===== src/rtl/voice_allocator_p_pkg.sv =====
// Shared command encoding for the voice allocator: command bit values, reserved notes and decoded ops.
package voice_allocator_p_pkg;

  localparam logic CMD_NOTE_ON  = 1'b1;
  localparam logic CMD_NOTE_OFF = 1'b0;
  localparam int   MIDI_OFF     = 0;    // note 0 marks an empty slot
  localparam int   WAVE_VEL     = 0;    // note-on with note 0 and this velocity is CHANGE_WAVE

  typedef enum logic [2:0] {
    OP_IDLE     = 3'd0,
    OP_NOTE_ON  = 3'd1,
    OP_NOTE_OFF = 3'd2,
    OP_STOP_ALL = 3'd3,
    OP_WAVE     = 3'd4
  } voice_op_e;

endpackage


===== src/rtl/voice_allocator_p_oldest_voice_finder.sv =====
// Picks the steal victim: the slot with the largest age, lowest index on ties, plus a table-full flag.
module voice_allocator_p_oldest_voice_finder #(
  parameter  int NVOICES = 10,
  parameter  int AGE_W   = 6,
  localparam int IDX_W   = $clog2(NVOICES)
) (
  input  logic [NVOICES-1:0] occupied,
  input  logic [AGE_W-1:0]   ages [NVOICES],
  output logic               full,
  output logic [IDX_W-1:0]   victim
);

  logic [AGE_W-1:0] best_age_s;
  logic [IDX_W-1:0] best_idx_s;

  // Priority scan; strict greater-than keeps the lowest index on ties.
  always_comb begin
    best_age_s = ages[0];
    best_idx_s = IDX_W'(0);
    for (int i = 1; i < NVOICES; i++) begin
      best_idx_s = (ages[i] > best_age_s) ? IDX_W'(i) : best_idx_s;
      best_age_s = (ages[i] > best_age_s) ? ages[i]   : best_age_s;
    end
  end

  assign full   = &occupied;
  assign victim = best_idx_s;

endmodule


===== src/rtl/voice_allocator_p.sv =====
// Polyphonic voice table: note command handling with oldest-voice stealing, and a round-robin slot dispatcher.
module voice_allocator_p
  import voice_allocator_p_pkg::*;
#(
  parameter  int NVOICES = 10,
  parameter  int MIDI_W  = 7,
  parameter  int VEL_W   = 8,
  parameter  int AGE_W   = 6,
  parameter  int NWAVES  = 4,
  localparam int IDX_W   = $clog2(NVOICES),
  localparam int CNT_W   = $clog2(NVOICES + 1),
  localparam int DATA_W  = 1 + MIDI_W + VEL_W
) (
  input  logic              clk,
  input  logic              reset,
  input  logic              clk_en,
  input  logic              i_cmd_valid,
  input  logic [DATA_W-1:0] i_data,
  output logic [MIDI_W-1:0] o_midi,
  output logic [VEL_W-1:0]  o_velocity,
  output logic [IDX_W-1:0]  o_voice_idx,
  output logic              o_valid,
  output logic              o_frame,
  output logic [NWAVES-1:0] o_wave_sel,
  output logic [CNT_W-1:0]  o_active,
  output logic              o_steal
);

  localparam logic [MIDI_W-1:0] NOTE_EMPTY = MIDI_W'(MIDI_OFF);
  localparam logic [MIDI_W-1:0] NOTE_STOP  = {MIDI_W{1'b1}};
  localparam logic [AGE_W-1:0]  AGE_MAX    = {AGE_W{1'b1}};

  function automatic logic [AGE_W-1:0] age_inc(input logic [AGE_W-1:0] a);
    return (a == AGE_MAX) ? a : a + AGE_W'(1);
  endfunction

  logic [MIDI_W-1:0] midi_r [NVOICES];
  logic [VEL_W-1:0]  vel_r  [NVOICES];
  logic [AGE_W-1:0]  age_r  [NVOICES];
  logic [MIDI_W-1:0] midi_s [NVOICES];
  logic [VEL_W-1:0]  vel_s  [NVOICES];
  logic [AGE_W-1:0]  age_s  [NVOICES];
  logic [IDX_W-1:0]  slot_r;

  logic              cmd_bit_s;
  logic [MIDI_W-1:0] cmd_midi_s;
  logic [VEL_W-1:0]  cmd_vel_s;
  voice_op_e         op_s;
  logic [NVOICES-1:0] occupied_s;
  logic              hit_s;
  logic [IDX_W-1:0]  hit_idx_s;
  logic              free_s;
  logic [IDX_W-1:0]  free_idx_s;
  logic              full_s;
  logic [IDX_W-1:0]  victim_s;
  logic [IDX_W-1:0]  target_s;
  logic              steal_s;
  logic [CNT_W-1:0]  count_s;
  logic [NWAVES-1:0] wave_s;

  assign cmd_bit_s  = i_data[DATA_W-1];
  assign cmd_midi_s = i_data[DATA_W-2 -: MIDI_W];
  assign cmd_vel_s  = i_data[VEL_W-1:0];

  // Decode the incoming command into a single table operation.
  always_comb begin
    op_s = OP_IDLE;
    if (!i_cmd_valid) begin
      op_s = OP_IDLE;
    end else if (cmd_bit_s == CMD_NOTE_ON) begin
      if (cmd_midi_s != NOTE_EMPTY) begin
        op_s = OP_NOTE_ON;
      end else if (cmd_vel_s == VEL_W'(WAVE_VEL)) begin
        op_s = OP_WAVE;
      end else begin
        op_s = OP_IDLE;
      end
    end else begin
      if (cmd_midi_s == NOTE_STOP) begin
        op_s = OP_STOP_ALL;
      end else if (cmd_midi_s != NOTE_EMPTY) begin
        op_s = OP_NOTE_OFF;
      end else begin
        op_s = OP_IDLE;
      end
    end
  end

  // Lowest slot holding the command note and lowest empty slot; descending scan lets low indices win.
  always_comb begin
    hit_s      = 1'b0;
    hit_idx_s  = IDX_W'(0);
    free_s     = 1'b0;
    free_idx_s = IDX_W'(0);
    for (int i = NVOICES - 1; i >= 0; i--) begin
      occupied_s[i] = (midi_r[i] != NOTE_EMPTY);
      hit_idx_s     = (midi_r[i] == cmd_midi_s) ? IDX_W'(i) : hit_idx_s;
      hit_s         = hit_s | (midi_r[i] == cmd_midi_s);
      free_idx_s    = (midi_r[i] == NOTE_EMPTY) ? IDX_W'(i) : free_idx_s;
      free_s        = free_s | (midi_r[i] == NOTE_EMPTY);
    end
  end

  voice_allocator_p_oldest_voice_finder #(
    .NVOICES (NVOICES),
    .AGE_W   (AGE_W)
  ) u_oldest (
    .occupied (occupied_s),
    .ages     (age_r),
    .full     (full_s),
    .victim   (victim_s)
  );

  assign target_s = hit_s ? hit_idx_s : (free_s ? free_idx_s : victim_s);
  assign steal_s  = (op_s == OP_NOTE_ON) && !hit_s && full_s;

  // Next table contents, occupancy count and waveform select.
  always_comb begin
    midi_s = midi_r;
    vel_s  = vel_r;
    age_s  = age_r;
    wave_s = o_wave_sel;
    case (op_s)
      OP_NOTE_ON: begin
        for (int i = 0; i < NVOICES; i++) begin
          if (IDX_W'(i) == target_s) begin
            midi_s[i] = cmd_midi_s;
            vel_s[i]  = cmd_vel_s;
            age_s[i]  = AGE_W'(0);
          end else if (occupied_s[i]) begin
            age_s[i]  = age_inc(age_r[i]);
          end else begin
            age_s[i]  = age_r[i];
          end
        end
      end
      OP_NOTE_OFF: begin
        for (int i = 0; i < NVOICES; i++) begin
          if (hit_s && (IDX_W'(i) == hit_idx_s)) begin
            midi_s[i] = NOTE_EMPTY;
            vel_s[i]  = VEL_W'(0);
            age_s[i]  = AGE_W'(0);
          end else begin
            midi_s[i] = midi_r[i];
          end
        end
      end
      OP_STOP_ALL: begin
        for (int i = 0; i < NVOICES; i++) begin
          midi_s[i] = NOTE_EMPTY;
          vel_s[i]  = VEL_W'(0);
          age_s[i]  = AGE_W'(0);
        end
      end
      OP_WAVE: begin
        wave_s = {o_wave_sel[NWAVES-2:0], o_wave_sel[NWAVES-1]};
      end
      default: begin
        wave_s = o_wave_sel;
      end
    endcase
    count_s = CNT_W'(0);
    for (int i = 0; i < NVOICES; i++) begin
      count_s = count_s + CNT_W'(midi_s[i] != NOTE_EMPTY);
    end
  end

  // Voice table and command-side status registers.
  always_ff @(posedge clk or posedge reset) begin
    if (reset) begin
      for (int i = 0; i < NVOICES; i++) begin
        midi_r[i] <= NOTE_EMPTY;
        vel_r[i]  <= VEL_W'(0);
        age_r[i]  <= AGE_W'(0);
      end
      o_active   <= CNT_W'(0);
      o_steal    <= 1'b0;
      o_wave_sel <= NWAVES'(1);
    end else begin
      midi_r     <= midi_s;
      vel_r      <= vel_s;
      age_r      <= age_s;
      o_active   <= count_s;
      o_steal    <= steal_s;
      o_wave_sel <= wave_s;
    end
  end

  // Round-robin dispatch of the pre-update table entry on each clk_en.
  always_ff @(posedge clk or posedge reset) begin
    if (reset) begin
      slot_r      <= IDX_W'(0);
      o_midi      <= NOTE_EMPTY;
      o_velocity  <= VEL_W'(0);
      o_voice_idx <= IDX_W'(0);
      o_valid     <= 1'b0;
      o_frame     <= 1'b0;
    end else if (clk_en) begin
      o_midi      <= midi_r[slot_r];
      o_velocity  <= vel_r[slot_r];
      o_voice_idx <= slot_r;
      o_valid     <= (midi_r[slot_r] != NOTE_EMPTY);
      o_frame     <= (slot_r == IDX_W'(0));
      slot_r      <= (slot_r == IDX_W'(NVOICES - 1)) ? IDX_W'(0) : slot_r + IDX_W'(1);
    end else begin
      slot_r      <= slot_r;
    end
  end

endmodule


===== config.mk =====
export PLATFORM = sky130hd
export DESIGN_NAME = voice_allocator_p
export DESIGN_NICKNAME = d
export VERILOG_FILES = /design/src/rtl/voice_allocator_p_pkg.sv /design/src/rtl/voice_allocator_p_oldest_voice_finder.sv /design/src/rtl/voice_allocator_p.sv
export SDC_FILE = /design/constraint.sdc
export NUM_CORES = 1
export LEC_CHECK = 0
export BUFFER_PORTS_ARGS = -buffer_cell sky130_fd_sc_hd__buf_2
export CAP_MARGIN = 40
export CELL_PAD_IN_SITES_DETAIL_PLACEMENT = 1
export CELL_PAD_IN_SITES_GLOBAL_PLACEMENT = 1
export CORE_MARGIN = 10
export CORE_UTILIZATION = 30
export CTS_CLUSTER_DIAMETER = 50
export DETAILED_ROUTE_END_ITERATION = 7
export PLACE_DENSITY_LB_ADDON = 0.08
export SKIP_LAST_GASP = 1
export SYNTH_ARGS = -nofsm -noshare
export SYNTH_HDL_FRONTEND = slang
export SYNTH_SLANG_ARGS = --single-unit

===== constraint.sdc =====
create_clock -name clk -period 22.7 [get_ports clk]
set_input_delay 6.81 -clock clk [delete_from_list [all_inputs] [get_ports clk]]
set_output_delay 6.81 -clock clk [all_outputs]
set_load 0.1 [all_outputs]

==> out/results.tsv <==
metric	value	unit
async_reset_ff_frac	1.00	
antenna_found_initial	1	
required	23.13	ns
cp_slowest_stage_delay	0.54	ns
status	finished clean	
yosysSeqAreaShare	0.389	
ios	50	
synth.most_common_cell	dfrtp_1	
gp_congestion	0.813	
hold_path.class	reg2reg	
finalInstanceArea	0.0181	mm²
fin_crit_sh	0.912	
rr_worst_depth	91	
cts_tree	done	
die-area	0.0619	mm²
grt_overflow	0	
wirelength	51.3	mm
grt_use_total	0.163	
grt_max_degree	141	
cts_num_sinks	244	
synthTopCellsByCount	dfrtp_1 (243), nand2_1 (117), nor2_1 (72)	
r2r-start	age_r[56]	
n_antenna_cell	0	
vias	12200	
slew_headroom	0.420	
max_freq	0.0483	GHz
synth_edf_count	0	
hold_buffers	0	
maxCapViolations	0	
crit_slowest_cell	fa_1	
worst_slew_pin_slew	0.869	ns
die_x	249	µm
synth_warnings	0	
dieHeight	249	µm
start_util	0.305	
crit_path_frequent_cell	ha_1	
start_kind	flop	
io_buffers	49	
timing.critical_path.buf_inv	9	
ys_seq_elements	244	
final_hold_viol_count	0	
ys.flop_type	dfrtp_1	
rsz0062_at_grt	no	
finClkSkew	0.0193	ns
yosysTopAreaCell	dfrtp_1	
crit_family	compound AO/OA/AOI/OAI gates	
syn-num-nets	1601	
dpl_cell_area	0.0165	mm²
fin_crit	20.70	ns
num-nets-final	1631	
core-area	0.0515	mm²
end_kind	flop	
synthCells	1521	
drive_above_1_share	0.187	
rows	83	
setup.worst_path.end	o_active[2]	
synth_area_leaders	dfrtp_1 (39%), mux2_2 (4.7%), ha_1 (4.3%)	
grt_pass1_vias	12900	
r2r_slack	2.00	ns
startpoint	age_r[56]	
drtAntennaViolNets	0	
critPathMaxFanout	14	
insertion_delay	0.56	ns
post-dp-hpwl	36.4	mm
htree_levels	2	
worstPathArrival	21.13	ns
syn_area	0.0157	mm²
viasPerCell	5.39	
instances_no_fill	2265	
rr_endpoint	o_active[2]	
synth.avg_cell_area	10.3	µm²
setup-tns-final	0	ns
path_clk_slew	0.05	ns
synthToLayoutAreaGrowth	15.5	%
grt_pass1_wl	80.7	mm
path_depth	91	
finalSetupViolations	0	
drc	0	
first_pass_iters	5	
drtIter0Drc	668	
fin_util	0.352	
drt-wirelength-per-cell	22.6	µm
cts_buffers	42	
yosysUniqueCellTypes	98	
dp_cells	2182	
slew_violations	0	
critPathKind	reg2reg	
clockBufferDepth	3	
synth_top_area_frac	0.387	
root_buffer	clkbuf_16	
-- layout make-up --
class                   instances  area, µm²
clock buffers                  55       1160
clock inverters                23        328
fillers                      5786      33400
inverters                      68        263
multi-input cells            1117       8910
flip-flops and latches        244       6110
well taps                     680        851
repair buffers                 78        502
-- per-stage QoR --
stage / hold WS (ns) / setup slack (ns)
floorplan: 0.453 / 3.60
global placement: 0.460 / 0.851
detailed placement: 0.465 / 0.523
CTS: 0.480 / 0.422
global route: 0.498 / 0.114
finish: 0.473 / 2.00
-- registers in the layout, summed over array words and instances (netlist names), 4 cells and up --
| signal | cells |
|---|---|
| vel_r | 80 |
| midi_r | 70 |
| age_r | 60 |
| o_velocity | 8 |
| o_midi | 7 |
| o_active | 4 |
| o_voice_idx | 4 |
| o_wave_sel | 4 |
| slot_r | 4 |
-- logic make-up (layout without fill, tap and decap cells) --
family / Yosys count / in the layout / synth area share
simple gates: 432 / 432 / 0.142
compound gates: 343 / 343 / 0.164
flops: 244 / 244 / 0.389
mux: 185 / 185 / 0.152
buf+inv: 160 / 224 / 0.0474
xor+xnor: 97 / 97 / 0.0541
fa+ha+maj: 60 / 60 / 0.0507
-- worst register-to-register path, delay by kind of cell, from the launching register on --
| kind | cells | cell delay [ns] |
|---|---|---|
| adders and majority gates | 14 | 4.81 |
| AOI/OAI and AO/OA | 39 | 9.30 |
| buffers and inverters | 9 | 0.92 |
| muxes | 4 | 1.10 |
| DFF | 1 | 0.48 |
| and+or+nand+nor | 24 | 3.76 |
| xor gates and xnor gates | 1 | 0.18 |
-- cell usage in the layout (no fill, tap or decap), drive strengths merged, types with 7 or more instances in the layout --
cell,instances
ha,54
mux4,30
buf,77
nor4,28
or2,9
or3,8
xor2,45
nand4,37
o31ai,11
mux2,110
a31oi,13
clkbuf,55
inv,76
a211oi,7
a22o,71
a21oi,48
nand2b,11
a21o,7
and3,20
o21ai,68
nor3,31
o221ai,12
nor2,74
dfrtp,243
nand2,118
or4,7
nand3,36
xnor2,52
mux2i,45
and2,22
o21a,23
nor2b,23
o22ai,22
-- repair_timing --
action / in CTS / in global routing
endpoints found under the hold margin: 0 / 0
setup buffers: 0 / 5
gates resized for setup: 0 / 7
setup endpoints to repair: 0 / 4
-- worst min-delay path by stage --
stage / start / endpoint / slack, ns / cells after the start
after floorplan: vel_r[48] / vel_r[48] / 0.45 / 1
after CTS: o_velocity[0] / o_velocity[0] / 0.48 / 1
after global placement: o_velocity[3] / o_velocity[3] / 0.46 / 1
after global routing: o_velocity[3] / o_velocity[3] / 0.50 / 1
final: o_velocity[0] / o_velocity[0] / 0.47 / 1
after detailed placement: o_midi[1] / o_midi[1] / 0.46 / 1
-- routing by layer --
metal  track usage  part of all wire
met5             0                 0
met4        0.0346             0.015
met3        0.0259             0.036
met2         0.258              0.46
met1         0.229              0.49
Power is left out: the tool's default activity adds up to more than one toggle a clock period on the data nets, which glitch-free logic cannot reach.
